## config.mk

```make
export PLATFORM = sky130hd
export DESIGN_NAME = fetch_unit
export DESIGN_NICKNAME = d
export VERILOG_FILES = /design/src/rtl/fetch_pkg.sv /design/src/rtl/fetch_fifo.sv /design/src/rtl/fetch_unit.sv
export SDC_FILE = /design/constraint.sdc
export NUM_CORES = 1
export LEC_CHECK = 0
export ABC_AREA = 1
export CAP_MARGIN = 20
export CORE_MARGIN = 10
export CORE_UTILIZATION = 49
export DETAILED_ROUTE_END_ITERATION = 8
export HOLD_SLACK_MARGIN = 0.15
export PLACE_DENSITY = 0.82
export SLEW_MARGIN = 40
export SYNTH_ARGS = -nofsm -noshare
export SYNTH_HDL_FRONTEND = slang
export SYNTH_SLANG_ARGS = --single-unit
```

## constraint.sdc

```tcl
create_clock -name clk -period 9.8 [get_ports clk]
set_clock_uncertainty 0.15 [all_clocks]
set_input_delay 1.96 -clock clk [delete_from_list [all_inputs] [get_ports clk]]
set_output_delay 1.96 -clock clk [all_outputs]
set_load 0.02 [all_outputs]
```

## src/rtl/fetch_pkg.sv

```systemverilog
// Shared types and constants for the instruction fetch stage.
package fetch_pkg;

    localparam int          WORD_W               = 32;
    localparam int          ADDR_W               = 16;
    localparam logic [31:0] PC_STEP              = 32'd4;
    localparam logic [31:0] RESET_VECTOR_DEFAULT = 32'h0000_0000;

    typedef struct packed {
        logic              fault;
        logic [WORD_W-1:0] pc;
        logic [WORD_W-1:0] data;
    } fetch_entry_t;

    function automatic logic [ADDR_W-1:0] word_addr(input logic [WORD_W-1:0] byte_pc);
        return byte_pc[ADDR_W+1:2];
    endfunction

endpackage

```

## src/rtl/fetch_fifo.sv

```systemverilog
// In-order buffer of fetched entries with push/pop/flush; push and pop may coincide at any occupancy.
module fetch_fifo
    import fetch_pkg::*;
#(
    parameter int DEPTH = 2
) (
    input  logic                       clk,
    input  logic                       rst,
    input  logic                       push,
    input  fetch_entry_t               push_entry,
    input  logic                       pop,
    input  logic                       flush,
    output fetch_entry_t               head,
    output logic [$clog2(DEPTH):0]     count,
    output logic                       empty
);

    localparam int PTR_W = $clog2(DEPTH);
    localparam int CNT_W = PTR_W + 1;

    fetch_entry_t     storage [DEPTH];
    logic [PTR_W-1:0] wr_ptr;
    logic [PTR_W-1:0] rd_ptr;
    logic             full;

    // NOTE: storage is deliberately not reset; count/pointers alone define which entries are live.
    always_ff @(posedge clk) begin
        if (push && !flush) begin
            storage[wr_ptr] <= push_entry;
        end
    end

    // NOTE: state is updated with non-blocking assignments so every register samples pre-edge values.
    always_ff @(posedge clk or negedge rst) begin
        if (!rst) begin
            wr_ptr <= '0;
            rd_ptr <= '0;
            count  <= '0;
        end else if (flush) begin
            wr_ptr <= '0;
            rd_ptr <= '0;
            count  <= '0;
        end else begin
            wr_ptr <= wr_ptr + PTR_W'(push);
            rd_ptr <= rd_ptr + PTR_W'(pop);
            count  <= count + CNT_W'(push) - CNT_W'(pop);
        end
    end

    assign head  = storage[rd_ptr];
    assign empty = (count == '0);
    assign full  = (count == CNT_W'(DEPTH));

    push_overflow : assert property (@(posedge clk) disable iff (!rst)
        !(push && full && !pop && !flush));

endmodule

```

## src/rtl/fetch_unit.sv

```systemverilog
// Instruction fetch stage: PC, sequential SRAM reads, response buffer, redirect with flush.
// Optional out-of-range fault generation is enabled by defining FETCH_BOUND_CHECK_EN.
module fetch_unit
    import fetch_pkg::*;
#(
    parameter logic [31:0] RESET_VECTOR = RESET_VECTOR_DEFAULT,
    parameter int          FIFO_DEPTH   = 2,
    parameter int          MEM_WORDS    = 16384
) (
    input  logic              clk,
    input  logic              rst,
    input  logic              fetch_en,
    input  logic              redirect_valid,
    input  logic [31:0]       redirect_pc,
    output logic              mem_rd_en,
    output logic [ADDR_W-1:0] mem_address,
    input  logic [31:0]       mem_data,
    output logic              inst_valid,
    input  logic              inst_ready,
    output logic [31:0]       inst_data,
    output logic [31:0]       inst_pc,
    output logic              inst_fault
);

    localparam int CNT_W = $clog2(FIFO_DEPTH) + 1;
    localparam int OCC_W = CNT_W + 1;

    if (FIFO_DEPTH < 2 || (FIFO_DEPTH & (FIFO_DEPTH - 1)) != 0 || MEM_WORDS < 1) begin : g_param_check
        $error("fetch_unit: FIFO_DEPTH must be a power of two >= 2 and MEM_WORDS >= 1");
    end

    logic [31:0]      pc;
    logic [31:0]      issue_pc;
    logic [31:0]      inflight_pc;
    logic             inflight;
    logic             issue;
    logic             oob;
    logic             pop;
    logic             push;
    logic             empty;
    logic [CNT_W-1:0] count;
    logic [OCC_W-1:0] occupancy;
    fetch_entry_t     push_entry;
    fetch_entry_t     head;

    // NOTE: every combinational output gets a value on every path, so no latch is inferred.
    always_comb begin
        issue_pc = pc;
        if (redirect_valid) begin
            issue_pc = {redirect_pc[31:2], 2'b00};
        end
    end

    assign mem_address = word_addr(issue_pc);
    assign inst_valid  = !empty && !redirect_valid;
    assign pop         = inst_valid && inst_ready;

    // Buffered + in-flight entries, less the one leaving now, must leave room for a new response.
    assign occupancy = OCC_W'(count) + OCC_W'(inflight) - OCC_W'(pop);
    assign issue     = rst && fetch_en && (redirect_valid || occupancy < OCC_W'(FIFO_DEPTH));
    assign mem_rd_en = issue && !oob;

    // A redirect kills the response of any earlier issue; the target's own response lands next cycle.
    assign push = inflight && !redirect_valid;

`ifdef FETCH_BOUND_CHECK_EN
    logic inflight_fault;

    assign oob = issue_pc[31:2] >= 30'(MEM_WORDS);

    always_ff @(posedge clk or negedge rst) begin
        if (!rst) begin
            inflight_fault <= 1'b0;
        end else begin
            inflight_fault <= issue && oob;
        end
    end

    assign push_entry.fault = inflight_fault;
    assign push_entry.pc    = inflight_pc;
    assign push_entry.data  = inflight_fault ? '0 : mem_data;
    assign inst_fault       = inst_valid && head.fault;
`else
    logic unused_fault;

    assign oob              = 1'b0;
    assign push_entry.fault = 1'b0;
    assign push_entry.pc    = inflight_pc;
    assign push_entry.data  = mem_data;
    assign inst_fault       = 1'b0;
    assign unused_fault     = head.fault;
`endif

    always_ff @(posedge clk or negedge rst) begin
        if (!rst) begin
            pc          <= RESET_VECTOR;
            inflight    <= 1'b0;
            inflight_pc <= '0;
        end else begin
            inflight <= issue;
            if (issue) begin
                pc          <= issue_pc + PC_STEP;
                inflight_pc <= issue_pc;
            end else if (redirect_valid) begin
                pc <= issue_pc;
            end
        end
    end

    fetch_fifo #(
        .DEPTH(FIFO_DEPTH)
    ) u_fifo (
        .clk       (clk),
        .rst       (rst),
        .push      (push),
        .push_entry(push_entry),
        .pop       (pop),
        .flush     (redirect_valid),
        .head      (head),
        .count     (count),
        .empty     (empty)
    );

    assign inst_data = inst_valid ? head.data : '0;
    assign inst_pc   = inst_valid ? head.pc   : '0;

endmodule

```

# Word-level counts from Yosys, hierarchy flattened
# Memory sizes are Yosys's and may differ from the RTL's.
# Cells that the tools add are included.
[totals]
word_cells = 36
ram_bits = 128
input_bits = 69
ff_bits = 69
output_inout_bits = 83
mem_count = 1
[op_classes]
n_lt_le_gt_ge = 1
addsub = 7
reduce_logical = 11
muxes = 10
[mem_list]
columns = ["memory", "depth", "width", "read_ports", "rd_clocked_by_memory_dff", "write_ports", "line", "text"]
rows = [
  ["u_fifo.storage", 2, 64, 1, 0, 1, "fetch_fifo.sv:21", "fetch_entry_t storage [DEPTH];"],
]
[op_table]
columns = ["op", "n"]
rows = [
  ["two-way mux 32 bit", 5],
  ["adder 32 x 3 -> 32 bit (second input constant)", 1],
  ["logical AND 1 bit", 6],
  ["two-way mux 1 bit", 4],
  ["adder 2 x 1 -> 3 bit", 1],
  ["< comparator 3 x 2 -> 1 bit (second input constant)", 1],
  ["subtractor 3 x 1 -> 3 bit", 1],
  ["adder 1 bit", 2],
  ["adder 2 x 1 -> 2 bit", 1],
  ["zero test 1 bit", 2],
  ["zero test 2 bit", 1],
  ["two-way mux 2 bit", 1],
  ["nonzero test 2 bit", 1],
  ["subtractor 2 x 1 -> 2 bit", 1],
  ["logical OR 1 bit", 1],
]

# Depth between registers and ports, before layout
[depth]
ltp_word = 9
depth_mapped = 21
ltp_nobuf = 18

# By module
# From an unflattened synthesis, not the netlist that was laid out.
[unflattened]
hier_cells = 937
hier_area_um2 = 9610.5
[by_module_without_submodules]
columns = ["mod", "area_each_um2", "seq_area_each_um2", "n_inst", "cells_per_inst"]
rows = [
  ["fetch_fifo", 5071.1, 4003.8, 1, 231],
  ["fetch_unit", 4539.4, 1626.6, 1, 706],
]

# Worst setup path before layout
# Ideal clock, no wire load.
[synth_path]
path_type = "in2out"
from = "in redirect_valid"
to = "out mem_rd_en"
setup_slack_ns = 3.127
stages = 16
n_path_buf = 5
required_ns = 7.690
arrival_time_ns = 4.563
path_cell_list = "buf_6 -> buf_2 -> buf_2 -> a21oi_1 -> buf_2 -> nand2_1 -> inv_1 -> ha_1 -> nor2_1 -> fa_1 -> inv_1 -> nand2_1 -> o21ai_2 -> nand2_2 -> inv_2 -> clkbuf_1"
[synth_between]
elab_chain_len = 7
[synth_lines]
columns = ["item", "line", "text"]
rows = [
  ["from (decl)", "fetch_unit.sv:13", "input logic redirect_valid,"],
  ["zero test 1 bit", "fetch_unit.sv:55", "assign inst_valid = !empty && !redirect_valid;"],
  ["logical AND 1 bit", "fetch_unit.sv:55", ""],
  ["logical AND 1 bit", "fetch_unit.sv:56", "assign pop = inst_valid && inst_ready;"],
  ["subtractor 3 x 1 -> 3 bit", "fetch_unit.sv:59", "assign occupancy = OCC_W'(count) + OCC_W'(inflight) - OCC_W'(pop);"],
  ["< comparator 3 x 2 -> 1 bit", "fetch_unit.sv:60", "assign issue = rst && fetch_en && (redirect_valid || occupancy < OCC_W'(FIFO_DEPTH));"],
  ["logical OR 1 bit (*)", "fetch_unit.sv:60", ""],
  ["logical AND 1 bit (*)", "fetch_unit.sv:60", ""],
  ["to (decl)", "fetch_unit.sv:15", "output logic mem_rd_en,"],
]
# Mark *: on every way between the ends. The rest lies on a longest branch, timed or not.

# Worst setup path in the final report
[layout_path]
from = "in inst_ready"
to = "out mem_rd_en"
[layout_between]
elab_chain_len = 5
[layout_lines]
columns = ["item", "line", "text"]
rows = [
  ["from (decl)", "fetch_unit.sv:19", "input logic inst_ready,"],
  ["logical AND 1 bit", "fetch_unit.sv:56", ""],
  ["subtractor 3 x 1 -> 3 bit", "fetch_unit.sv:59", ""],
  ["< comparator 3 x 2 -> 1 bit", "fetch_unit.sv:60", ""],
  ["logical OR 1 bit", "fetch_unit.sv:60", ""],
  ["logical AND 1 bit", "fetch_unit.sv:60", ""],
]
# Every way passes these cells.

==> metrics.yaml <==
status: "complete, no violations"
track_usage_pct: 17.31
fp.dieH_um: 157.0
numCtsBuffers: 17
antenna_found_initial: 1
cts_max_level: 4
cts.path.max_buffers: 2
coreArea_um2: 18580
cts_root_buffer: "clkbuf_16"
vias_per_cell: 4.889
period_share_pct: 73.01
die_width_um: 157.0
end_kind: "output port"
fmax_ghz: 0.1398
postRouteAntennaNets: 0
tritoncts: "yes"
drc_errors: 0
rsz0062_at_grt: "no"
ir_drop_mv: 0.1449
clk-insertion-delay-late_ns: 0.42
drtIter0Drc: 530
hold_viol_final: 0
grt_pass1_wl_um: 33930
min_period_ns: 7.155
power.density_nw_per_um2: 182.8
cp_slowest_cell: "clkdlybuf4s50_1"
synth_area_leader_cell: "edfxtp_1"
path_clk_slew_ns: 0.07
hold_buffers: 0
setup_viol: 0
seq_power_share_pct: 49.0
tns_ns: 0
p_clk_share_pct: 33.3
tightestPinTransition_ns: 0.7289
wirelength_um: 21340
max_cap_violations: 0
synth_warnings: 0
syn_avg_cell_area_um2: 8.844
cpPeakStageDelay_ns: 0.75
synth_top_flop_cell: "edfxtp_1"
vias: 6889
path_cells: "clkdlybuf4s50_1, nand2_1, inv_1, ha_1, nor2_1, fa_1, inv_1, nand2_1, o21ai_2, nand2_2, inv_2, clkdlybuf4s50_1"
ys_async_sr_fraction_pct: 35.03
cts-resized-gates: 0
synth_cell_type_count: 32
p_comb_share_pct: 17.8
drv_slew: 0
synth_edf_count: 128
yosys-top-cells-count: "nand2_1, edfxtp_1, inv_1, dfrtp_1, nor2_1"
yosysSeqAreaShare_pct: 60.56
area_growth_pct: 23.77
synthCells: 1040
ys_ff_latch: 197
start_kind: "input port"
p_sw_mw: 0.5808
cp_data_required_time_ns: 7.69
clock_sinks: 197
postCtsSetupRepairBufs: 0
io_buffers: 148
fillers: 1503
dpl.hpwl_um: 14440
yosysMostFrequentCell: "nand2_1"
grt_pass1_vias: 6714
relSlewSlack_pct: 51.41
wl_per_cell_um: 15.14
power_mw: 2.081
drive_gt1_share_pct: 7.325
syn-num-nets: 1114
critPathKind: "input port to output port"
dr.pass1.iters: 8
synth.area.top_cells: "edfxtp_1, nand2_1, dfrtp_1, inv_1, nor2_1"
nNetsFinal: 1235
p_sw_share_pct: 27.91
synth.top_cell.area_share_pct: 41.79
leakagePower_nw: 5.232
die_area_um2: 24650
num_rows: 50
hold_slack_ns: 0.3271
internal_power_mw: 1.500
syn_area_um2: 9198
cp.arrival_ns: 5.04
hold_path_class: "register to register"
grt_max_degree: 71
io_pins: 152
grt_overflow: 0
initial_core_util_pct: 49.50
cp_max_fo: 37
gp_congestion: 0.8884
-- path summary, 6_finish.rpt --
path / from / end / slack, ns / depth (start not counted)
min in group asynchronous: rst / pc[29]$_DFFE_PN0P_ / 1.49 / 2
hold reg to reg: inflight_pc[24]$_DFFE_PN0P_ / u_fifo.storage[0][56]$_DFFE_PP_ / 0.33 / 0
setup reg to reg: u_fifo.count[1]$_DFF_PN0_ / pc[19]$_DFFE_PN0P_ / 6.02 / 17
hold / removal: inflight_pc[24]$_DFFE_PN0P_ / u_fifo.storage[0][56]$_DFFE_PP_ / 0.33 / 0
setup / recovery: inst_ready / mem_rd_en / 2.65 / 12
max in group asynchronous: rst / u_fifo.rd_ptr$_DFF_PN0_ / 7.55 / 2
-- critical path: cells and delay by family --
kind                       cells  cell delay (ns)
and+or+nand+nor                4             0.40
AOI/OAI and AO/OA              1             0.15
buffers and inverters          5             1.81
adders and majority gates      2             0.72
-- registers in the layout, summed over array words and instances (netlist names) --
| signal | cells |
|---|---|
| inflight | 1 |
| inflight_pc | 32 |
| pc | 32 |
| u_fifo.count | 2 |
| u_fifo.rd_ptr | 1 |
| u_fifo.storage | 128 |
| u_fifo.wr_ptr | 1 |
-- kinds of logic after synthesis --
group / Yosys count / share of synthesized area (%)
simple gates: 593 / 25.94
other cells: 1 / 0.04077
compound gates: 54 / 3.170
flops: 197 / 60.56
fa+ha+maj: 5 / 0.7618
xor+xnor: 10 / 0.9523
buf+inv: 180 / 8.570
-- final cells by class --
cell class,count,area [um2],area share [%]
timing repair buffer,157,1583,13.90
antenna,1,2.502,0.02198
clock inverter,11,115.1,1.011
tap,234,292.8,2.572
clock buffer,21,481.7,4.232
multi-input combinational,663,2865,25.17
sequential,197,5572,48.94
inverter,125,471.7,4.144
-- placed cells by master, fill, tap and decap left out, types with 2 or more instances in the layout --
cell             netlist  layout
o21ai_2                2       2
ha_1                   4       4
clkdlybuf4s50_1        0     146
inv_1                121     121
inv_6                  0       3
xnor2_1                3       3
edfxtp_1             128     128
a31oi_1                8       8
buf_16                 0       2
dfrtp_1               69      68
nand4_1                7       7
clkbuf_16              0      18
nand3_1               25      25
buf_4                 18       6
nand2_2               22      22
clkinv_4               0       4
o21ai_1                4       4
nor3_1                 5       5
xor2_1                 7       7
clkbuf_8               0       2
inv_2                  4       3
nor2_4                 1       3
buf_2                 11       2
nor2_1                56      54
nor2_2                 9       9
o21ai_0               34      34
a21oi_1                4       3
nand2_1              466     466
-- through the flow --
stage                     utilization [%]  instances  area, um2  worst slack (ns)
final                               61.27       1409      11380             2.645
after global routing                61.27       1409      11380             2.520
after CTS                           61.25       1408      11380             2.654
after detailed placement            58.04       1376      10780             2.681
after global placement              57.71       1374      10720             2.772
after floorplan                         -       1040       9198             3.127
-- routing by layer --
layer	up-vias	GRT usage (%)	wire, um
li1	3471	-	-
met1	3201	21.90	9308
met2	205	29.46	10410
met3	12	4.012	1481
met4	0	4.045	135
met5	-	0	0
-- power groups by stage --
stage	registers (mW)	clock network (mW)	logic [mW]
after floorplan	1.02	0	0.237
after global placement	1.03	0	0.359
after detailed placement	1.03	0	0.372
after CTS	1.02	0.705	0.375
after global routing	1.03	0.741	0.413
final	1.02	0.693	0.370
Power figures use the tool's default switching activity.
